**config.mk**
```make
export PLATFORM = sky130hd
export DESIGN_NAME = seg_mux_counter
export DESIGN_NICKNAME = d
export VERILOG_FILES = /design/src/rtl/seg_mux_counter.sv
export SDC_FILE = /design/constraint.sdc
export NUM_CORES = 1
export LEC_CHECK = 0
export CAP_MARGIN = 20
export CORE_AREA = 4 4 73 75
export DETAILED_ROUTE_END_ITERATION = 10
export DIE_AREA = 0 0 77 79
export PLACE_DENSITY = 0.85
export RECOVER_POWER = 100
export SLEW_MARGIN = 20
export SYNTH_ARGS = -nofsm -noshare
export SYNTH_HDL_FRONTEND = slang
export SYNTH_SLANG_ARGS = --single-unit
```
**constraint.sdc**
```tcl
create_clock -name clk -period 2.02 [get_ports clk]
set_input_delay 0.303 -clock clk [delete_from_list [all_inputs] [get_ports clk]]
set_output_delay 0.303 -clock clk [all_outputs]
set_load 0.01 [all_outputs]
```
**src/rtl/seg_mux_counter.sv**
```systemverilog
// Multi-digit up/down BCD counter with prescaler, parallel load, wrap pulse and a
// time-multiplexed seven-segment scan. Define SEG_HEX_EN for hexadecimal digits.

module seg_digit_cell (
    input  logic [3:0] nib_i,
    input  logic       step_i,
    input  logic       up_i,
    input  logic [3:0] ld_i,
    output logic [3:0] nxt_o,
    output logic       cout_o,
    output logic [3:0] ld_sat_o
);
`ifdef SEG_HEX_EN
    localparam logic [3:0] DMAX = 4'd15;
`else
    localparam logic [3:0] DMAX = 4'd9;
`endif

    // step_i is the carry/borrow arriving from the digit below (constant 1 for digit 0)
    always_comb begin
        nxt_o  = nib_i;
        cout_o = 1'b0;
        if (step_i) begin
            if (up_i) begin
                if (nib_i == DMAX) begin
                    nxt_o  = 4'd0;
                    cout_o = 1'b1;
                end else begin
                    nxt_o = nib_i + 4'd1;
                end
            end else begin
                if (nib_i == 4'd0) begin
                    nxt_o  = DMAX;
                    cout_o = 1'b1;
                end else begin
                    nxt_o = nib_i - 4'd1;
                end
            end
        end
    end

    always_comb begin
`ifdef SEG_HEX_EN
        ld_sat_o = ld_i;
`else
        ld_sat_o = (ld_i > 4'd9) ? 4'd9 : ld_i;
`endif
    end
endmodule

module seg_mux_counter #(
    parameter int DIGITS   = 4,
    parameter int PRESCALE = 4,
    parameter int SCAN_DIV = 2
) (
    input  logic                  clk,
    input  logic                  reset,
    input  logic                  en,
    input  logic                  up,
    input  logic                  load,
    input  logic [4*DIGITS-1:0]   load_val,
    output logic [4*DIGITS-1:0]   count,
    output logic                  wrap,
    output logic [DIGITS-1:0]     digitSel,
    output logic [6:0]            segOut
);
    localparam int PW = (PRESCALE > 1) ? $clog2(PRESCALE) : 1;
    localparam int SW = (SCAN_DIV > 1) ? $clog2(SCAN_DIV) : 1;
    localparam int IW = (DIGITS > 1) ? $clog2(DIGITS) : 1;

    logic [DIGITS-1:0][3:0] count_q, count_d;
    logic [DIGITS-1:0][3:0] step_val, ld_nib, ld_sat;
    logic [DIGITS:0]        carry;
    logic [PW-1:0]          presc_q, presc_d;
    logic [SW-1:0]          sdiv_q, sdiv_d;
    logic [IW-1:0]          idx_q, idx_d;
    logic                   wrap_q, wrap_d;
    logic [DIGITS-1:0]      sel_q, sel_d;
    logic [6:0]             seg_q, seg_d;
    logic                   tick;

    function automatic logic [6:0] decode(input logic [3:0] n);
        logic [6:0] s;
        case (n)
            4'h0: s = 7'b0111111;
            4'h1: s = 7'b0000110;
            4'h2: s = 7'b1011011;
            4'h3: s = 7'b1001111;
            4'h4: s = 7'b1100110;
            4'h5: s = 7'b1101101;
            4'h6: s = 7'b1111101;
            4'h7: s = 7'b0000111;
            4'h8: s = 7'b1111111;
            4'h9: s = 7'b1101111;
`ifdef SEG_HEX_EN
            4'hA: s = 7'b1110111;
            4'hB: s = 7'b1111100;
            4'hC: s = 7'b0111001;
            4'hD: s = 7'b1011110;
            4'hE: s = 7'b1111001;
            4'hF: s = 7'b1110001;
`endif
            default: s = 7'b1000000;
        endcase
        return s;
    endfunction

    assign ld_nib   = load_val;
    assign carry[0] = 1'b1;

    for (genvar g = 0; g < DIGITS; g++) begin : g_digit
        seg_digit_cell u_cell (
            .nib_i    (count_q[g]),
            .step_i   (carry[g]),
            .up_i     (up),
            .ld_i     (ld_nib[g]),
            .nxt_o    (step_val[g]),
            .cout_o   (carry[g+1]),
            .ld_sat_o (ld_sat[g])
        );
    end

    assign tick = en && (presc_q == PW'(PRESCALE - 1));

    // Load wins over a coincident tick; the tick is simply dropped.
    always_comb begin
        presc_d = presc_q;
        count_d = count_q;
        wrap_d  = 1'b0;
        if (load) begin
            count_d = ld_sat;
            presc_d = '0;
        end else if (en) begin
            presc_d = tick ? '0 : presc_q + PW'(1);
            if (tick) begin
                count_d = step_val;
                wrap_d  = carry[DIGITS];
            end
        end
    end

    always_comb begin
        sdiv_d = sdiv_q + SW'(1);
        idx_d  = idx_q;
        if (sdiv_q == SW'(SCAN_DIV - 1)) begin
            sdiv_d = '0;
            idx_d  = (idx_q == IW'(DIGITS - 1)) ? '0 : idx_q + IW'(1);
        end
        sel_d = DIGITS'(1) << idx_q;
        seg_d = decode(count_q[idx_q]);
    end

    always_ff @(posedge clk) begin
        if (!reset) begin
            count_q <= '0;
            presc_q <= '0;
            sdiv_q  <= '0;
            idx_q   <= '0;
            wrap_q  <= 1'b0;
            sel_q   <= DIGITS'(1);
            seg_q   <= 7'b0111111;
        end else begin
            count_q <= count_d;
            presc_q <= presc_d;
            sdiv_q  <= sdiv_d;
            idx_q   <= idx_d;
            wrap_q  <= wrap_d;
            sel_q   <= sel_d;
            seg_q   <= seg_d;
        end
    end

    assign count    = count_q;
    assign wrap     = wrap_q;
    assign digitSel = sel_q;
    assign segOut   = seg_q;
endmodule

```
==> summary.md <==
| Metric | Value |
|---|---|
| Chip height | 79 µm |
| Worst setup SP type | register |
| Hold Path Class | reg2reg |
| Vias in the first global route | 2033 |
| ANT cells | 0 |
| Count leader, synth | dfxtp_1 |
| Clk slew on worst S/H paths | 0.07 ns |
| Antenna violations before repair | 0 |
| Post-synthesis net count | 307 |
| H-tree lvl count | 2 |
| Synth Area in XOR/XNOR | 3.659% |
| Total of max-cap violations | 0 |
| RSZ-0062 raised after global routing | false |
| # fillers | 410 |
| GRT overflow | 0 |
| Final nets | 357 |
| First-pass GRT wire length | 9246 µm |
| Setup TNS | 0 ns |
| Die ar. | 6083 µm² |
| Worst VDD drop | 0.0003089 V |
| CP max-delay cell | clkdlybuf4s50_1 |
| Synth Area in Adders | 4.705% |
| Cell Area, Placed | 2897 µm² |
| Critical path type | reg2out |
| Mapped Cells | 277 |
| Routability Congestion | 0.8050 |
| Clock Latency Late Sink | 0.29 ns |
| Synth-to-Final Area Change | 22.53% |
| Share of Yosys cell area claimed by the top area cell type | 27.60% |
| PortBufs | 48 |
| Synth area leader | dfxtp_1 |
| Achievable Freq | 525.7 MHz |
| Synth Area in Simple Gates | 22.01% |
| DRT iter0 DRCs | 128 |
| Post-synth cell types | 66 |
| Pwr/cell area | 577.7 nW/µm² |
| Final hold viol count | 0 |
| Post-DP HPWL | 4034 µm |
| Std cell rows | 25 |
| Placed Cells | 374 |
| DRT Pass-1 Iters | 4 |
| Clock skew | 0.006709 ns |
| Post-Route WL | 5465 µm |
| Register area share after synthesis | 27.60% |
| R2R Setup Slk | 0.17 ns |
| Ports | 49 |
| Post-synth EDFFs | 0 |
| CTS root buf | clkbuf_8 |
| Ys Warns | 0 |
| Slew @ Worst Pin | 0.7225 ns |
| Lkg Pwr | 1.204 nW |
| CP peak stage delay | 0.56 ns |
| Die width | 77 µm |
| Setup ws final | 0.1178 ns |
| Final Setup Violations | 0 |
| Required time worst endpoint | 1.72 ns |
| Cts bufs inserted | 5 |
| Critical-path cell list | clkbuf_2, clkdlybuf4s50_1 |
| Slew Viols, Final | 0 |
| Clk buf depth | 2 |
| Status | complete, no violations |
| Largest net degree at the start of global routing | 23 |
| Synth Area in Compound Gates | 26.19% |
| Avg WL per Cell | 14.31 µm |
| Area of the mapped netlist | 2394 µm² |
| Seq cells post-synth | 33 |
| DRC viols | 0 |
| Share of layout cells above drive strength 1 | 10.98% |
| Post-synth ARST share | 0% |
| Design area | 2933 µm² |
| Area of the core | 4661 µm² |
| Non-Filler Instances | 382 |
| Setup Fix Bufs, Post-CTS | 0 |
| Via-to-Cell Ratio | 5.796 |
| Critical path arrival | 1.60 ns |
| Rel. slew slack | 51.83% |
| Dpl ws | -0.1837 ns |
| CP endpoint kind | output port |
| Top cells by area, synth | dfxtp_1 (28%), o21ai_0 (5.9%), ha_1 (4.7%) |
| Initial Util | 51.36% |
| Period utilization | 94.17% |
| Minimum clock period | 1.902 ns |
| Dominant synthesized flop cell | dfxtp_1 |
| Mux share of post-synthesis cell area | 5.175% |
| Worst-path fanout max | 9 |
| Main combinational cell family by area after synthesis | compound AO/OA/AOI/OAI gates |
| Final antenna-violating net count | 0 |
| # clock sinks | 33 |
| CTS tree | built |
| Via count | 2214 |
| GR Util All Layers | 18.42% |
| Syn Area/Cell | 8.641 µm² |
| List of most frequent post-synthesis cells | dfxtp_1 (33), o21ai_0 (28), inv_1 (16), nor2_1 (16), nand2_1 (14) |
## final cells by class
class | instances | area [µm²] | area share [%]
Multi-Input combinational cell | 203 | 1449 | 49.40
Sequential cell | 33 | 660.6 | 22.53
Clock inverter | 3 | 17.52 | 0.5973
Timing Repair Buffer | 68 | 609.3 | 20.78
Inverter | 16 | 60.06 | 2.048
Tap cell | 54 | 67.56 | 2.304
Clock buffer | 5 | 68.82 | 2.346
## state kept, by name (all words and copies together) (netlist names)
signal	flops
digitSel	4
idx_q	2
wrap	1
sdiv_q	1
presc_q	2
count	16
segOut	7
## path summary, 6_finish.rpt
| kind | startpoint | endpoint | cells after the start |
|---|---|---|---|
| worst max register to register | idx_q[0]$_SDFFE_PN0P_ | segOut[3]$_SDFF_PN1_ | 5 |
| worst min register to register | sdiv_q$_SDFF_PP0_ | sdiv_q$_SDFF_PP0_ | 1 |
| worst max-delay path | count[8]$_SDFFE_PN0P_ | count[8] | 2 |
| worst min-delay path | sdiv_q$_SDFF_PP0_ | sdiv_q$_SDFF_PP0_ | 1 |
## critical path, delay by kind of cell (launching register included)
kind / cells / cell delay [ns]
buf+inv: 2 / 0.82
flops: 1 / 0.49
## what timing repair did
item / 4_1_cts / 5_1_grt
endpoints found under the setup margin: 0 / 2
resized for setup: 0 / 1
hold buffers: 0 / 0
## metal layers
| layer | share of wire (%) | track usage [%] | up-vias |
|---|---|---|---|
| met5 | 0 | 0 | - |
| met3 | 5.1 | 4.195 | 9 |
| met4 | 1.9 | 7.295 | 0 |
| met2 | 49 | 31.53 | 67 |
| met1 | 44 | 22.50 | 1030 |
| li1 | - | - | 1108 |
## power breakdown
part / total, mW / switching [mW] / leakage (nW) / internal, mW
registers: 0.756 / 0.0587 / 0.272 / 0.697
logic: 0.439 / 0.214 / 0.888 / 0.225
clock network: 0.499 / 0.262 / 0.0439 / 0.238
total: 1.69 / 0.534 / 1.20 / 1.16
## through the flow
stage	hold WS (ns)	total power, mW	utilization, %
after CTS	0.4759	1.736	64.00
final	0.4707	1.694	62.93
after detailed placement	0.4595	1.236	62.15
after global routing	0.5143	1.784	62.93
after floorplan	0.4398	1.058	-
after global placement	0.4555	1.221	62.15
## cells in the final DEF (no fill, tap or decap), drive strengths merged, types with 2 or more instances in the layout
cell	netlist	routed
dfxtp	33	33
o21ai	31	31
dlygate4sd3	0	26
clkdlybuf4s50	0	21
nor2	17	17
inv	16	16
nand2	14	14
buf	9	13
clkbuf	16	12
nand3	11	11
a21oi	11	11
nand3b	10	10
ha	9	9
xnor2	7	7
and2	7	7
nor4	6	6
nor2b	5	5
o21a	5	5
o211a	5	5
nor3	5	5
and3	5	5
mux4	4	4
o311a	4	4
mux2i	3	3
o211ai	3	3
xor2	3	3
a21o	3	3
a211o	3	3
or3	2	2
nand2b	2	2
o22ai	2	2
nand4	2	2
a22oi	2	2
a31oi	2	2
clkinv	0	2
o2111ai	2	2
a211oi	2	2
a21boi	2	2
o311ai	2	2
## cells by family after synthesis
group,Yosys count
simple gates,90
compound gates,87
buf+inv,41
flops,33
xor+xnor,10
fa+ha+maj,9
mux,7
Power figures use the tool's default switching activity.
